### config.mk
export PLATFORM = sky130hd
export DESIGN_NAME = ta_jump_ctrl
export DESIGN_NICKNAME = d
export VERILOG_FILES = /design/src/rtl/ta_jump_ctrl.sv
export SDC_FILE = /design/constraint.sdc
export NUM_CORES = 1
export LEC_CHECK = 0
export ABC_AREA = 1
export CORE_ASPECT_RATIO = 0.9
export CORE_UTILIZATION = 46
export DETAILED_ROUTE_END_ITERATION = 12
export DONT_BUFFER_PORTS = 1
export PLACE_DENSITY_LB_ADDON = 0.12
export SYNTH_ARGS = -nofsm -noshare
export SYNTH_HDL_FRONTEND = slang
export SYNTH_SLANG_ARGS = --single-unit
### constraint.sdc
create_clock -name clk -period 2.81 [get_ports clk]
set_clock_uncertainty 0.1 [all_clocks]
set_input_delay 0.1405 -clock clk [delete_from_list [all_inputs] [get_ports clk]]
set_output_delay 0.1405 -clock clk [all_outputs]
set_load 0.005 [all_outputs]
### src/rtl/ta_jump_ctrl.sv
// TA sprite jump sequencer: button press -> timed rise of JUMP_TICKS frame ticks -> fall -> land.
// Optional TA_DOUBLE_JUMP_EN allows one extra airborne jump per flight.
module ta_jump_ctrl #(
  parameter int JUMP_TICKS = 40,
  parameter int BOTTOM     = 420,
  parameter int UP_BORDER  = 20,
  parameter int CNT_W      = 10
) (
  input  logic             clk,
  input  logic             rst,
  input  logic             tick,
  input  logic             btn,
  input  logic             freeze,
  input  logic [9:0]       ta_v,
  output logic             jump,
  output logic             grounded,
  output logic [1:0]       state,
  output logic [CNT_W-1:0] rise_left
);

  typedef enum logic [1:0] {
    IDLE = 2'd0,
    RISE = 2'd1,
    FALL = 2'd2,
    UNUSED = 2'd3
  } state_t;

  localparam logic [9:0]       BOTTOM_V  = 10'(BOTTOM);
  localparam logic [9:0]       BORDER_V  = 10'(UP_BORDER);
  localparam logic [CNT_W-1:0] RISE_INIT = CNT_W'(JUMP_TICKS - 1);

  state_t           state_reg, state_next;
  logic             jump_reg, jump_next;
  logic             grounded_reg, grounded_next;
  logic [CNT_W-1:0] rise_left_reg, rise_left_next;
  logic             btn_q_reg;
  logic             pend_reg;
  logic             press;
  logic             step;
  logic             req;
  logic             at_bottom;
  logic             at_border;

  assign press     = btn & ~btn_q_reg;
  assign step      = tick & ~freeze;
  assign req       = pend_reg | press;
  assign at_bottom = (ta_v == BOTTOM_V);
  assign at_border = (ta_v == BORDER_V);

  // btn_q resets high so a button held through reset is not seen as a press.
  always_ff @(posedge clk) begin
    if (rst) begin
      btn_q_reg <= 1'b1;
      pend_reg  <= 1'b0;
    end else begin
      btn_q_reg <= btn;
      if (!freeze) begin
        if (tick)
          pend_reg <= 1'b0;
        else if (press)
          pend_reg <= 1'b1;
      end
    end
  end

`ifdef TA_DOUBLE_JUMP_EN
  logic air_used_reg, air_used_next;

  always_ff @(posedge clk) begin
    if (rst)
      air_used_reg <= 1'b0;
    else
      air_used_reg <= air_used_next;
  end
`endif

  always_comb begin
    state_next     = state_reg;
    jump_next      = jump_reg;
    rise_left_next = rise_left_reg;
`ifdef TA_DOUBLE_JUMP_EN
    air_used_next  = air_used_reg;
`endif
    if (step) begin
      case (state_reg)
        IDLE: begin
`ifdef TA_DOUBLE_JUMP_EN
          air_used_next = 1'b0;
`endif
          if (req && at_bottom) begin
            state_next     = RISE;
            jump_next      = 1'b1;
            rise_left_next = RISE_INIT;
          end
        end
        RISE: begin
          if (at_border) begin
            state_next = FALL;
            jump_next  = 1'b0;
`ifdef TA_DOUBLE_JUMP_EN
          end else if (req && !air_used_reg) begin
            rise_left_next = RISE_INIT;
            air_used_next  = 1'b1;
`endif
          end else if (rise_left_reg == '0) begin
            state_next = FALL;
            jump_next  = 1'b0;
          end else begin
            rise_left_next = rise_left_reg - 1'b1;
          end
        end
        FALL: begin
          jump_next = 1'b0;
`ifdef TA_DOUBLE_JUMP_EN
          if (req && !air_used_reg && !at_border) begin
            state_next     = RISE;
            jump_next      = 1'b1;
            rise_left_next = RISE_INIT;
            air_used_next  = 1'b1;
          end else if (at_bottom) begin
            state_next = IDLE;
          end
`else
          if (at_bottom)
            state_next = IDLE;
`endif
        end
        default: begin
          state_next = IDLE;
          jump_next  = 1'b0;
        end
      endcase
    end
    grounded_next = (state_next == IDLE);
  end

  always_ff @(posedge clk) begin
    if (rst) begin
      state_reg     <= IDLE;
      jump_reg      <= 1'b0;
      grounded_reg  <= 1'b1;
      rise_left_reg <= '0;
    end else begin
      state_reg     <= state_next;
      jump_reg      <= jump_next;
      grounded_reg  <= grounded_next;
      rise_left_reg <= rise_left_next;
    end
  end

  assign jump      = jump_reg;
  assign grounded  = grounded_reg;
  assign state     = state_reg;
  assign rise_left = rise_left_reg;

endmodule

==> results.txt <==
* TritonCTS clock tree: yes
- At the pin with the least slew margin, the transition time is roughly 0.6 ns.
- R2r startpoint: rise_left[0]
- Clock tree synthesis selected as its root buffer the cell sky130_fd_sc_hd__clkbuf_4.
- Detailed Route WL: ~2500 µm
- The number of pins with negative max-slew slack in the final report came to 0.
- The finished layout holds between 200 and 250 standard cells, fillers aside.
* First-pass GRT wire length: between 4000 and 5000 µm
- Synthesized net count: 191
- Post-route standard cell area excluding fillers: between 0.001 and 0.0015 mm²
- After clock tree synthesis, the clock-pin slew on the worst setup and hold paths is 0.11 ns.
* Slowest stage cell on the critical path: sky130_fd_sc_hd__dfxtp_1
- Floorplan row count: 16
- Fraction of the cycle the final worst path needs: 62.1%
* Setup ws final: between 1 and 1.5 ns
- Vias in the first global route: between 900 and 1k
* Vias per inst: ~5.2
* Max reg flops: 10
* CTS Sinks: 16
- Once placement completed, the tool counted placed cells totaling 200.
* Critical path startpoint category: flip-flop
- Crit path capture type: flip-flop
* Starting utilization of the core area: ~50%
- The die is between 50 and 60 µm wide.
- Synthesized area: 0.00111 mm²
- Data arrival time of the critical path: ~1.8 ns
- Outcome: complete, no violations
- Worst IR Drop VDD: approximately 0.00031 V
- The number of antenna diodes in the final layout is 0.
- 29 I/O pins were placed.
- Placed instance area: around 0.0011 mm²
- Timing would allow up to roughly 570 MHz.
* Global-route congestion overflow total: 0
- Antenna violations before repair: 0
- Worst Reg-to-Reg Cells: 10
- Die span in y: 48.7 µm
- Mean instance size in the synthesized netlist: 6.36 µm²
- Minimum setup slack after placement: 1.07 ns
- In the routed design, unresolved DRC markers number 0.
* Most used cell, CP: sky130_fd_sc_hd__nand2_2
- Sequential elements use approximately 29% of the synthesized area.
* Number of port buffers: 0
* Standard cell core area: 0.00222 mm²
- Instance count of the mapped netlist: roughly 180
- Worst Path Class, Setup: flip-flop to flip-flop
- The die covers approximately 0.0026 mm².
- CTS built an H-tree with a depth of 1.
- Clock period minus final worst setup slack: 1.74 ns
- Dividing the detail-routed wire length by the instance count gives about 12 µm.
- RD Place Congestion: a little over 0.9
- Post-cts gate resize count: 0
* Power Density: about 340 mW/mm²
- Number of register bits inferred by synthesis: 16
- Final hold analysis gives a worst-case slack of about 0.021 ns.
* Headroom to the max-slew limit: around 59%
* Maximum number of pins on one net before global-route repair: 13
* Unrepaired setup endpoints after global routing: no
- The routed layout has between 1k and 1.5k vias.
- Number of max-cap violations: 0
* Largest stage delay, worst path: approximately 0.40 ns
- Summed over all failing endpoints, the final setup total negative slack is 0 ns.
* Number of distinct standard cells referenced by the synthesized netlist: 22
- Drt pass-1 iters: 4
* Class of the tightest hold or removal check: primary input to flip-flop
* Iter 0 DRT Violations: 44
- Count of yosys warnings during synthesis: 0
- The analysis attributes to cell leakage a power of 0.570 nW.
- Crit path max fanout: 11
- Worst reg2reg setup slack: approximately 1.1 ns
- The count of nets left with antenna violations once routing finished came out at 0.
- The final count of hold timing violations is 0.
- Along the worst hold path, the cell count comes to 4.
- For the worst setup path, the data required time is 2.90 ns.
* Maximum buffer depth of the clock tree: 2
* Cell-by-cell listing of the critical path: inv_1 -> ha_1 -> nand2_2 -> inv_2 -> nand3_2 -> nand2_2 -> nand2_4 -> nand3_4 -> nand2_1 -> o21ai_0
* Insertion delay of the later-clocked pin in the worst-skew pair: approximately 0.30 ns
- Number of filler cells placed in the layout: approximately 230
- Timing startpoint of the critical path: rise_left[0]
* Synth-to-layout area growth: 7.31%
* Final layout net count: slightly below 200
- Fraction of layout instances using a drive strength above 1: a little under a fifth
- Detailed placement finished with a half-perimeter wire length of approximately 1900 µm.
- Startpoint of the tightest hold check path: btn
- Tot GR Track Use: between 20% and 30%
- Setup violations remaining at the end of the flow were counted as 0.
- Number of buffers created by CTS: 3
synth_stat cells (all sizes together):
library cell  instances  area, µm²
inv                  28        105
buf                   1       15.0
nand4                 5       31.3
or2                   2       12.5
o21ai                 3       15.0
o211ai                1       7.51
nor2                 33        153
clkbuf                1       3.75
dfxtp                16        320
nand3                15       92.6
nand2                55        236
a21oi                11       81.3
ha                    1       12.5
xor2                  3       26.3
routing by layer:
layer,up-vias,GRT usage (%),share of wire [%]
met5,-,0,0
met4,0,6.58,1.5
met3,5,4.72,5.3
met2,35,30.0,44
met1,479,30.9,49
li1,554,-,-
final cells by class:
class / instances / area, µm² / area share, %
Tap cell: 27 / 33.8 / 2.83
Multi-Input combinational cell: 129 / 668 / 56.0
Inverter: 28 / 105 / 8.81
Clock buffer: 4 / 36.3 / 3.04
Sequential cell: 16 / 320 / 26.8
Timing Repair Buffer: 3 / 30.0 / 2.52
what timing repair did:
action,CTS,global route
hold endpoints to repair,16,0
setup buffers,0,0
hold buffers,3,0
kinds of logic (layout without fill, tap and decap cells):
kind of cell	after synthesis	in the layout	synth area share, %
flops	16	16	28.8
simple gates	110	110	47.2
compound gates	15	15	9.34
xor+xnor	3	3	2.36
buf+inv	30	35	11.1
fa+ha+maj	1	1	1.12
critical path: cells and delay by family (launching register included):
kind | cells | cell delay (ns)
AND/OR/NAND/NOR | 6 | 0.63
buffers and inverters | 2 | 0.16
AO/OA/AOI/OAI | 1 | 0.08
flip-flops | 1 | 0.40
adder cells (fa/ha/maj) | 1 | 0.27
cells in the final DEF, fill, tap and decap left out:
master                          netlist  layout
sky130_fd_sc_hd__nand3_2              1       1
sky130_fd_sc_hd__a21oi_1              4       4
sky130_fd_sc_hd__xor2_1               3       3
sky130_fd_sc_hd__nand3_4              1       1
sky130_fd_sc_hd__o21ai_0              3       3
sky130_fd_sc_hd__nand4_1              5       5
sky130_fd_sc_hd__or2_2                2       2
sky130_fd_sc_hd__nand2_1             45      45
sky130_fd_sc_hd__nand3_1             13      13
sky130_fd_sc_hd__a21oi_2              7       7
sky130_fd_sc_hd__dfxtp_1             16      16
sky130_fd_sc_hd__inv_2                3       3
sky130_fd_sc_hd__clkbuf_8             0       1
sky130_fd_sc_hd__dlygate4sd3_1        0       3
sky130_fd_sc_hd__clkbuf_4             0       3
sky130_fd_sc_hd__inv_1               25      25
sky130_fd_sc_hd__nor2_2               5       5
sky130_fd_sc_hd__ha_1                 1       1
sky130_fd_sc_hd__o211ai_1             1       1
sky130_fd_sc_hd__nand2_4              1       1
sky130_fd_sc_hd__nor2_1              27      27
sky130_fd_sc_hd__nor2_8               1       1
sky130_fd_sc_hd__nand2_2              9       9
metrics by stage:
stage                     power (W)  util, %
final                      0.000410     53.7
after CTS                  0.000411     53.7
after global routing       0.000422     53.7
after floorplan            0.000250        -
after global placement     0.000249     50.7
after detailed placement   0.000250     50.7
where the power goes:
part	leakage [nW]	switching [W]	total [W]	internal (W)
combinational	0.420	0.0000150	0.0000231	0.00000812
clock	0.0210	0.0000796	0.000159	0.0000790
sequential	0.129	0.000000378	0.000228	0.000228
path summary, 6_finish.rpt:
| kind | to |
|---|---|
| worst max-delay path | grounded |
| worst min-delay path | pend_reg |
| worst max register to register | grounded |
| worst min register to register | jump |
Note: power is estimated with default switching activity, not from simulation.
